<file path="config.mk">
export PLATFORM = sky130hd
export DESIGN_NAME = oldland_memarb
export DESIGN_NICKNAME = d
export VERILOG_FILES = /design/src/rtl/oldland_memarb_pkg.sv /design/src/rtl/oldland_timeout_ctr.sv /design/src/rtl/oldland_memarb.sv
export SDC_FILE = /design/constraint.sdc
export NUM_CORES = 1
export LEC_CHECK = 0
export BUFFER_PORTS_ARGS = -buffer_cell sky130_fd_sc_hd__buf_4
export CORE_AREA = 2 2 109 111
export DETAILED_ROUTE_END_ITERATION = 7
export DIE_AREA = 0 0 111 113
export GPL_TIMING_DRIVEN = 0
export HOLD_SLACK_MARGIN = 0.05
export PLACE_DENSITY = 0.73
export SYNTH_ARGS = -nofsm -noshare
export SYNTH_HDL_FRONTEND = slang
export SYNTH_HIERARCHICAL = 1
export SYNTH_SLANG_ARGS = --single-unit
export TNS_END_PERCENT = 30
</file>
<file path="constraint.sdc">
create_clock -name clk -period 2.2 [get_ports clk]
set_input_delay 0.22 -clock clk [delete_from_list [all_inputs] [get_ports clk]]
set_output_delay 0.22 -clock clk [all_outputs]
set_load 0.01 [all_outputs]
</file>
<file path="src/rtl/oldland_memarb_pkg.sv">
// Shared state codes, defaults and the registered bus request for the
// oldland memory arbiter.
package oldland_memarb_pkg;

  typedef enum logic [1:0] {
    ARB_IDLE  = 2'd0,
    ARB_FETCH = 2'd1,
    ARB_DATA  = 2'd2
  } arb_state_t;

  localparam int         DEF_TIMEOUT_CYCLES = 255;
  localparam logic [3:0] BYTESEL_WORD       = 4'b1111;

  typedef struct packed {
    logic        wr_en;
    logic [31:0] addr;
    logic [31:0] wr_val;
    logic [3:0]  bytesel;
  } bus_req_t;

endpackage

</file>
<file path="src/rtl/oldland_timeout_ctr.sv">
// Saturating cycle counter with synchronous clear; expired stays high
// once the terminal count is reached until the next clear.
module oldland_timeout_ctr #(
  parameter int TERMINAL = 255
) (
  input  logic clk,
  input  logic rst_n,
  input  logic clear,
  input  logic en,
  output logic expired
);

  localparam int         W    = $clog2(TERMINAL + 1);
  localparam logic [W-1:0] TERM = W'(TERMINAL);

  logic [W-1:0] cnt;

  always_ff @(posedge clk or negedge rst_n) begin
    if (!rst_n)                cnt <= '0;
    else if (clear)            cnt <= '0;
    else if (en && !expired)   cnt <= cnt + 1'b1;
  end

  assign expired = (cnt == TERM);

endmodule

</file>
<file path="src/rtl/oldland_memarb.sv">
// Single-outstanding bus arbiter between instruction fetch and data
// accesses; data wins unless fetch has been starved for a full burst.
module oldland_memarb
  import oldland_memarb_pkg::*;
#(
  parameter int TIMEOUT_CYCLES = DEF_TIMEOUT_CYCLES,
  parameter int DATA_BURST_MAX = 4
) (
  input  logic        clk,
  input  logic        rst_n,
  input  logic        i_access,
  input  logic [31:0] i_addr,
  output logic        i_ack,
  output logic        i_error,
  output logic [31:0] i_data,
  input  logic        d_access,
  input  logic        d_wr_en,
  input  logic [31:0] d_addr,
  input  logic [31:0] d_wr_val,
  input  logic [3:0]  d_bytesel,
  output logic        d_ack,
  output logic        d_error,
  output logic [31:0] d_data,
  output logic        bus_access,
  output logic        bus_wr_en,
  output logic [31:0] bus_addr,
  output logic [31:0] bus_wr_val,
  output logic [3:0]  bus_bytesel,
  input  logic        bus_ack,
  input  logic [31:0] bus_data
);

  localparam int            BW        = $clog2(DATA_BURST_MAX + 1);
  localparam logic [BW-1:0] BURST_MAX = BW'(DATA_BURST_MAX);

  arb_state_t    state;
  bus_req_t      req;
  logic [BW-1:0] burst_cnt;
  logic          expired, idle, in_fetch, in_data, fetch_grant, data_grant;

  assign idle     = (state == ARB_IDLE);
  assign in_fetch = (state == ARB_FETCH);
  assign in_data  = (state == ARB_DATA);

  assign fetch_grant = idle & i_access & (~d_access | (burst_cnt == BURST_MAX));
  assign data_grant  = idle & d_access & ~fetch_grant;

  // Counter is held clear in IDLE, so every grant starts from zero.
  oldland_timeout_ctr #(.TERMINAL(TIMEOUT_CYCLES)) u_tmo (
    .clk     (clk),
    .rst_n   (rst_n),
    .clear   (idle),
    .en      (~idle & ~bus_ack),
    .expired (expired)
  );

  always_ff @(posedge clk or negedge rst_n) begin
    if (!rst_n) begin
      state      <= ARB_IDLE;
      bus_access <= 1'b0;
      req        <= '0;
    end else begin
      case (state)
        ARB_IDLE: begin
          if (fetch_grant) begin
            state       <= ARB_FETCH;
            bus_access  <= 1'b1;
            req.wr_en   <= 1'b0;
            req.addr    <= i_addr;
            req.bytesel <= BYTESEL_WORD;
          end else if (data_grant) begin
            state       <= ARB_DATA;
            bus_access  <= 1'b1;
            req.wr_en   <= d_wr_en;
            req.addr    <= d_addr;
            req.wr_val  <= d_wr_val;
            req.bytesel <= d_bytesel;
          end
        end
        ARB_FETCH, ARB_DATA: begin
          if (bus_ack || expired) begin
            state      <= ARB_IDLE;
            bus_access <= 1'b0;
            req.wr_en  <= 1'b0;
          end
        end
        default: begin
          state      <= ARB_IDLE;
          bus_access <= 1'b0;
          req.wr_en  <= 1'b0;
        end
      endcase
    end
  end

  // Counts data grants taken while fetch waits; any fetch grant or a
  // lapse in i_access resets the starvation window.
  always_ff @(posedge clk or negedge rst_n) begin
    if (!rst_n)                                burst_cnt <= '0;
    else if (!i_access || fetch_grant)         burst_cnt <= '0;
    else if (data_grant && burst_cnt != BURST_MAX) burst_cnt <= burst_cnt + 1'b1;
  end

  assign bus_wr_en   = req.wr_en;
  assign bus_addr    = req.addr;
  assign bus_wr_val  = req.wr_val;
  assign bus_bytesel = req.bytesel;

  // A real ack on the expiry cycle takes precedence over the error.
  assign i_ack   = bus_ack & in_fetch;
  assign d_ack   = bus_ack & in_data;
  assign i_error = in_fetch & expired & ~bus_ack;
  assign d_error = in_data & expired & ~bus_ack;
  assign i_data  = i_ack ? bus_data : '0;
  assign d_data  = d_ack ? bus_data : '0;

endmodule

</file>
# Yosys cells after proc, flatten, opt, wreduce, memory -nomap -nowiden
# Index checks and enable logic that the tools add are counted.
# totals
mem_bits_rw,0
latch_bits,0
in_bits,138
mem_bits_ro,0
output_inout_bits,138
n_memories,0
register_bits,83
elab_cells,65
# classes
n_eq_ne,7
n_lt_le_gt_ge,0
n_reduce_logical,14
add_sub_neg,2
mul,0
mux,18
n_div,0
bitwise_logic,16
shifts,0
# op_table
operator,count
two-way mux 69 bit,1
two-way mux 32 bit,2
two-way mux 33 bit,1
two-way mux 8 bit,2
AND 1 bit,11
"adder 8 x 1 -> 8 bit, second input constant",1
"== test 8 bit, second input constant",1
two-way mux 2 bit,3
two-way mux 3 bit,2
nonzero test 2 bit,3
two-way mux 4 bit,1
inverter 1 bit,4
case mux 1 bit (2 select lines),2
case mux 2 bit (2 select lines),1
AND reduction 2 bit,2
"adder 3 x 1 -> 3 bit, second input constant",1
"== test 3 bit, second input constant",1
two-way mux 1 bit,3
"!= test 3 x 1 -> 1 bit, second input constant",1
"!= test 3 bit, second input constant",1
AND reduction 3 bit,1
"== test 2 x 1 -> 1 bit, second input constant",1
"== test 2 bit, second input constant",1
logical AND 1 bit,2
6 further kinds,8

# Logic depth before layout (Yosys ltp)
# logic_depth
depth_word,8
depth_mapped,8
depth_no_buf,6

# Modules after synthesis
# The synthesis kept the hierarchy.
# modules_own_cells
module,cells_each,n_inst,area_each_um2,seq_area_each_um2
oldland_memarb,310,1,3651.0,1876.8
oldland_timeout_ctr,47,1,469.2,200.2

# Worst setup path before layout
# OpenSTA, ideal clock, no wires.
# synth_timing
kind,register -> register
from,register u_tmo.cnt[0]
to,register req (netlist bit bus_wr_en)
t_arrival_ns,1.833
required_ns,2.075
slack_ns,0.243
n_path_buf,0
setup_ns,0.125
path_stages_with_launch,7
synth_period_minus_slack_ns,1.957
cell_sequence,dfrtp_1 > ha_1 > and4_4 > and2_2 > nor3b_1 > a21o_1 > mux2_2
# synth_between
elab_chain_cells,4
# synth_rtl
element,line_no,text
start: declaration,oldland_timeout_ctr.sv:16,logic [W-1:0] cnt;
start signal: assignment,oldland_timeout_ctr.sv:21,else if (en && !expired) cnt <= cnt + 1'b1;
== test 8 bit,oldland_timeout_ctr.sv:24,assign expired = (cnt == TERM);
via expired,oldland_memarb.sv:39,"logic expired, idle, in_fetch, in_data, fetch_grant, data_grant;"
logical OR 1 bit,oldland_memarb.sv:81,if (bus_ack || expired) begin
!= test 2 bit (no source line),n/a,
AND reduction 2 bit (no source line),n/a,
end: declaration,oldland_memarb.sv:37,bus_req_t req;
# The timed path passes the listed nets, and every way through them passes these cells.
# A chain may end at the register's enable or synchronous reset.

# Worst setup path after layout
# Same ends and word-level chain as after synthesis.

==> flow_metrics.env <==
export IMPL_rsz0062_at_grt="no"
export IMPL_core_area_um2=11300
export IMPL_wl_um=13900
export IMPL_hold_viol_final=0
export IMPL_die_area_um2=12500
export IMPL_grt_overflow=0
export IMPL_avgSynthCellArea_um2=11.5
export IMPL_path_clk_slew_ns=0.06
export IMPL_wire_per_inst_um=17.6
export IMPL_dieWidth_um=111
export IMPL_intPower_w=0.00530
export IMPL_start_kind="register"
export IMPL_diodes=0
export IMPL_status="complete, no violations"
export IMPL_worstPathMaxFanout=6
export IMPL_drtIter0Drc=246
export IMPL_start_util_pct=36.6
export IMPL_ys_seq_elements=83
export IMPL_area_delta_synth_final_pct=61.9
export IMPL_synth_mux_area_fraction_pct=9.90
export IMPL_layout_common_cells="275 x buf_4, 83 x dfrtp_1, 66 x and3_1"
export IMPL_drcViolationCount=0
export IMPL_synth_simple_gate_area_share_pct=20.9
export IMPL_clk_path_buf_depth=2
export IMPL_finalWorstSetupSlack_ns=0.149
export IMPL_cts_inserted_buffers=9
export IMPL_clock_sinks=83
export IMPL_tritoncts="built"
export IMPL_dr_pass1_iters=4
export IMPL_syn_num_nets=501
export IMPL_grtUsageTotal_pct=21.5
export IMPL_synth_compound_area_share_pct=12.4
export IMPL_p_per_area_nw_per_um2=1200
export IMPL_seqPwrFrac_pct=32.6
export IMPL_synth_xor_area_share_pct=0
export IMPL_hpwl_um=10700
export IMPL_timing_final_crit_share_pct=93.2
export IMPL_row_count=39
export IMPL_placed_cell_area_um2=6360
export IMPL_synth_area_um2=4120
export IMPL_root_buffer="clkbuf_16"
export IMPL_drive_above_1_share_pct=52.9
export IMPL_final_cell_area_um2=6670
export IMPL_gp_congestion=0.975
export IMPL_fmax_mhz=488
export IMPL_critPathRequiredTime_ns=2.42
export IMPL_netSwitchingFraction_pct=33.7
export IMPL_fp_dieH_um=113
export IMPL_vias=4009
export IMPL_grt_max_degree=84
export IMPL_yosysUniqueCellTypes=34
export IMPL_hold_class="input pin to async pin"
export IMPL_ant_nets=0
export IMPL_clock_latency_ns=0.33
export IMPL_p_sw_w=0.00270
export IMPL_synth_top_family_by_area="simple AND/OR/NAND/NOR gates"
export IMPL_grt_first_pass_wirelength_um=21600
export IMPL_slew_violations=0
export IMPL_power_leakage_nw=3.54
export IMPL_antenna_found_initial=0
export IMPL_io_buffers=275
export IMPL_fin_crit_ns=2.05
export IMPL_dpl_worst_slack_ns=-0.0182
export IMPL_vdd_ir_drop_worst_mv=0.780
export IMPL_combPwrFrac_pct=47.9
export IMPL_htree_num_levels=3
export IMPL_ios=276
export IMPL_grt_pass1_vias=4175
export IMPL_worst_slew_pin_transition_ns=1.06
export IMPL_yosysWarnings=6
export IMPL_cp_end_kind="register"
export IMPL_p_clk_share_pct=19.5
export IMPL_synth_cells=357
export IMPL_nets=787
export IMPL_setup_violations=0
export IMPL_drv_cap=0
export IMPL_vias_per_cell=5.08
export IMPL_slew_headroom_pct=29.0
export IMPL_synthAdderAreaFrac_pct=1.82
export IMPL_tns_ns=0
export IMPL_crit_arrival_ns=2.27
export IMPL_criticalPathCategory="register to register"
export IMPL_fin_worst_skew_ns=0.00666
export IMPL_seq_area_frac_synth_pct=50.4
export IMPL_mostFrequentLayoutCell="buf_4"
==> synthesized netlist by cell type, drive strengths merged <==
library cell  number  area share [%]
a211oi             4            0.73
a21boi             2            0.55
a21o               2            0.36
a21oi              5            0.61
a221o             36             8.7
a31oi              3            0.46
and2              37             5.6
and3              66              10
and3b              2            0.43
and4               2            0.52
buf               12             2.5
clkbuf            17             1.5
dfrtp             83              50
ha                 6             1.8
inv                6            0.55
mux2              35             9.7
mux2i              1            0.24
nand2              5            0.46
nand2b             5            0.76
nand3              7            0.85
nand4              2            0.30
nand4b             1            0.21
nor2               5            0.46
nor2b              2            0.30
nor3               3            0.36
nor3b              2            0.36
nor4b              1            0.21
o21ai              1            0.12
o21bai             2            0.36
o2bb2ai            2            0.43
==> metrics by stage <==
step	power, W	hold WS [ns]	cells	util, %
2_1_floorplan	0.00453	-0.0756	357	-
3_3_place_gp	0.00637	0.449	775	56.5
3_5_place_dp	0.00646	0.455	775	56.5
4_1_cts	0.00807	0.0975	789	59.2
5_1_grt	0.00848	0.103	789	59.2
6_report	0.00800	0.0789	789	59.2
==> registers in the layout (all words and copies together), names as in the netlist <==
| register | count |
|---|---|
| bus_wr_en | 1 |
| u_tmo/cnt | 8 |
| state | 2 |
| bus_wr_val | 32 |
| bus_addr | 32 |
| bus_access | 1 |
| burst_cnt | 3 |
| bus_bytesel | 4 |
==> worst max-delay path, cell delays in order (launching register included) <==
cell and delay, ns:
dfrtp_1 0.42, ha_1 0.27, and4_4 0.21, and2_2 0.20, nor3b_2 0.30, a21o_1 0.20
mux2_2 0.35
==> repair_timing <==
action | 4_1_cts | 5_1_grt
endpoints found under the setup margin | 19 | 26
setup buffers | 0 | 0
resized for setup | 2 | 1
hold buffers | 0 | 0
==> per-layer routing <==
metal	track usage, %	routed length (um)	vias to the layer above
li1	-	-	1898
met1	24.6	5340	1887
met2	37.5	7080	210
met3	8.62	1290	14
met4	6.25	193	0
met5	0	0	-
==> area by class of cell <==
cell class                 instances  area [um^2]
timing repair buffer             275         2060
tap                              143          179
fill                             960         4600
buffer                            29          168
inverter                           6         22.5
clock inverter                     3         65.1
multi-input combinational        239         1860
clock buffer                      11          233
sequential                        83         2080
==> logic make-up after synthesis <==
group,after synthesis
simple gates,140
flops,83
compound gates,57
mux,36
buf+inv,35
fa+ha+maj,6
==> power groups by stage <==
stage | registers, W | clock network, W | logic, W
2_1_floorplan | 0.00285 | 0 | 0.00167
3_3_place_gp | 0.00258 | 0 | 0.00380
3_5_place_dp | 0.00261 | 0 | 0.00385
4_1_cts | 0.00261 | 0.00158 | 0.00387
5_1_grt | 0.00270 | 0.00165 | 0.00413
6_report | 0.00261 | 0.00156 | 0.00383
==> worst paths after layout <==
path	start	endpoint	slack, ns	cells past startpoint
hold / removal	rst_n	bus_addr[11]	0.08	1
setup / recovery	u_tmo/cnt[0]	bus_wr_en	0.15	6
max in group asynchronous	rst_n	bus_wr_val[12]	1.43	1
hold reg to reg	bus_wr_val[29]	bus_wr_val[29]	0.51	1
min in group clk	i_addr[23]	bus_addr[23]	0.11	2
setup reg to reg	u_tmo/cnt[0]	bus_wr_en	0.15	6
Note: power is estimated with default switching activity, not from simulation.
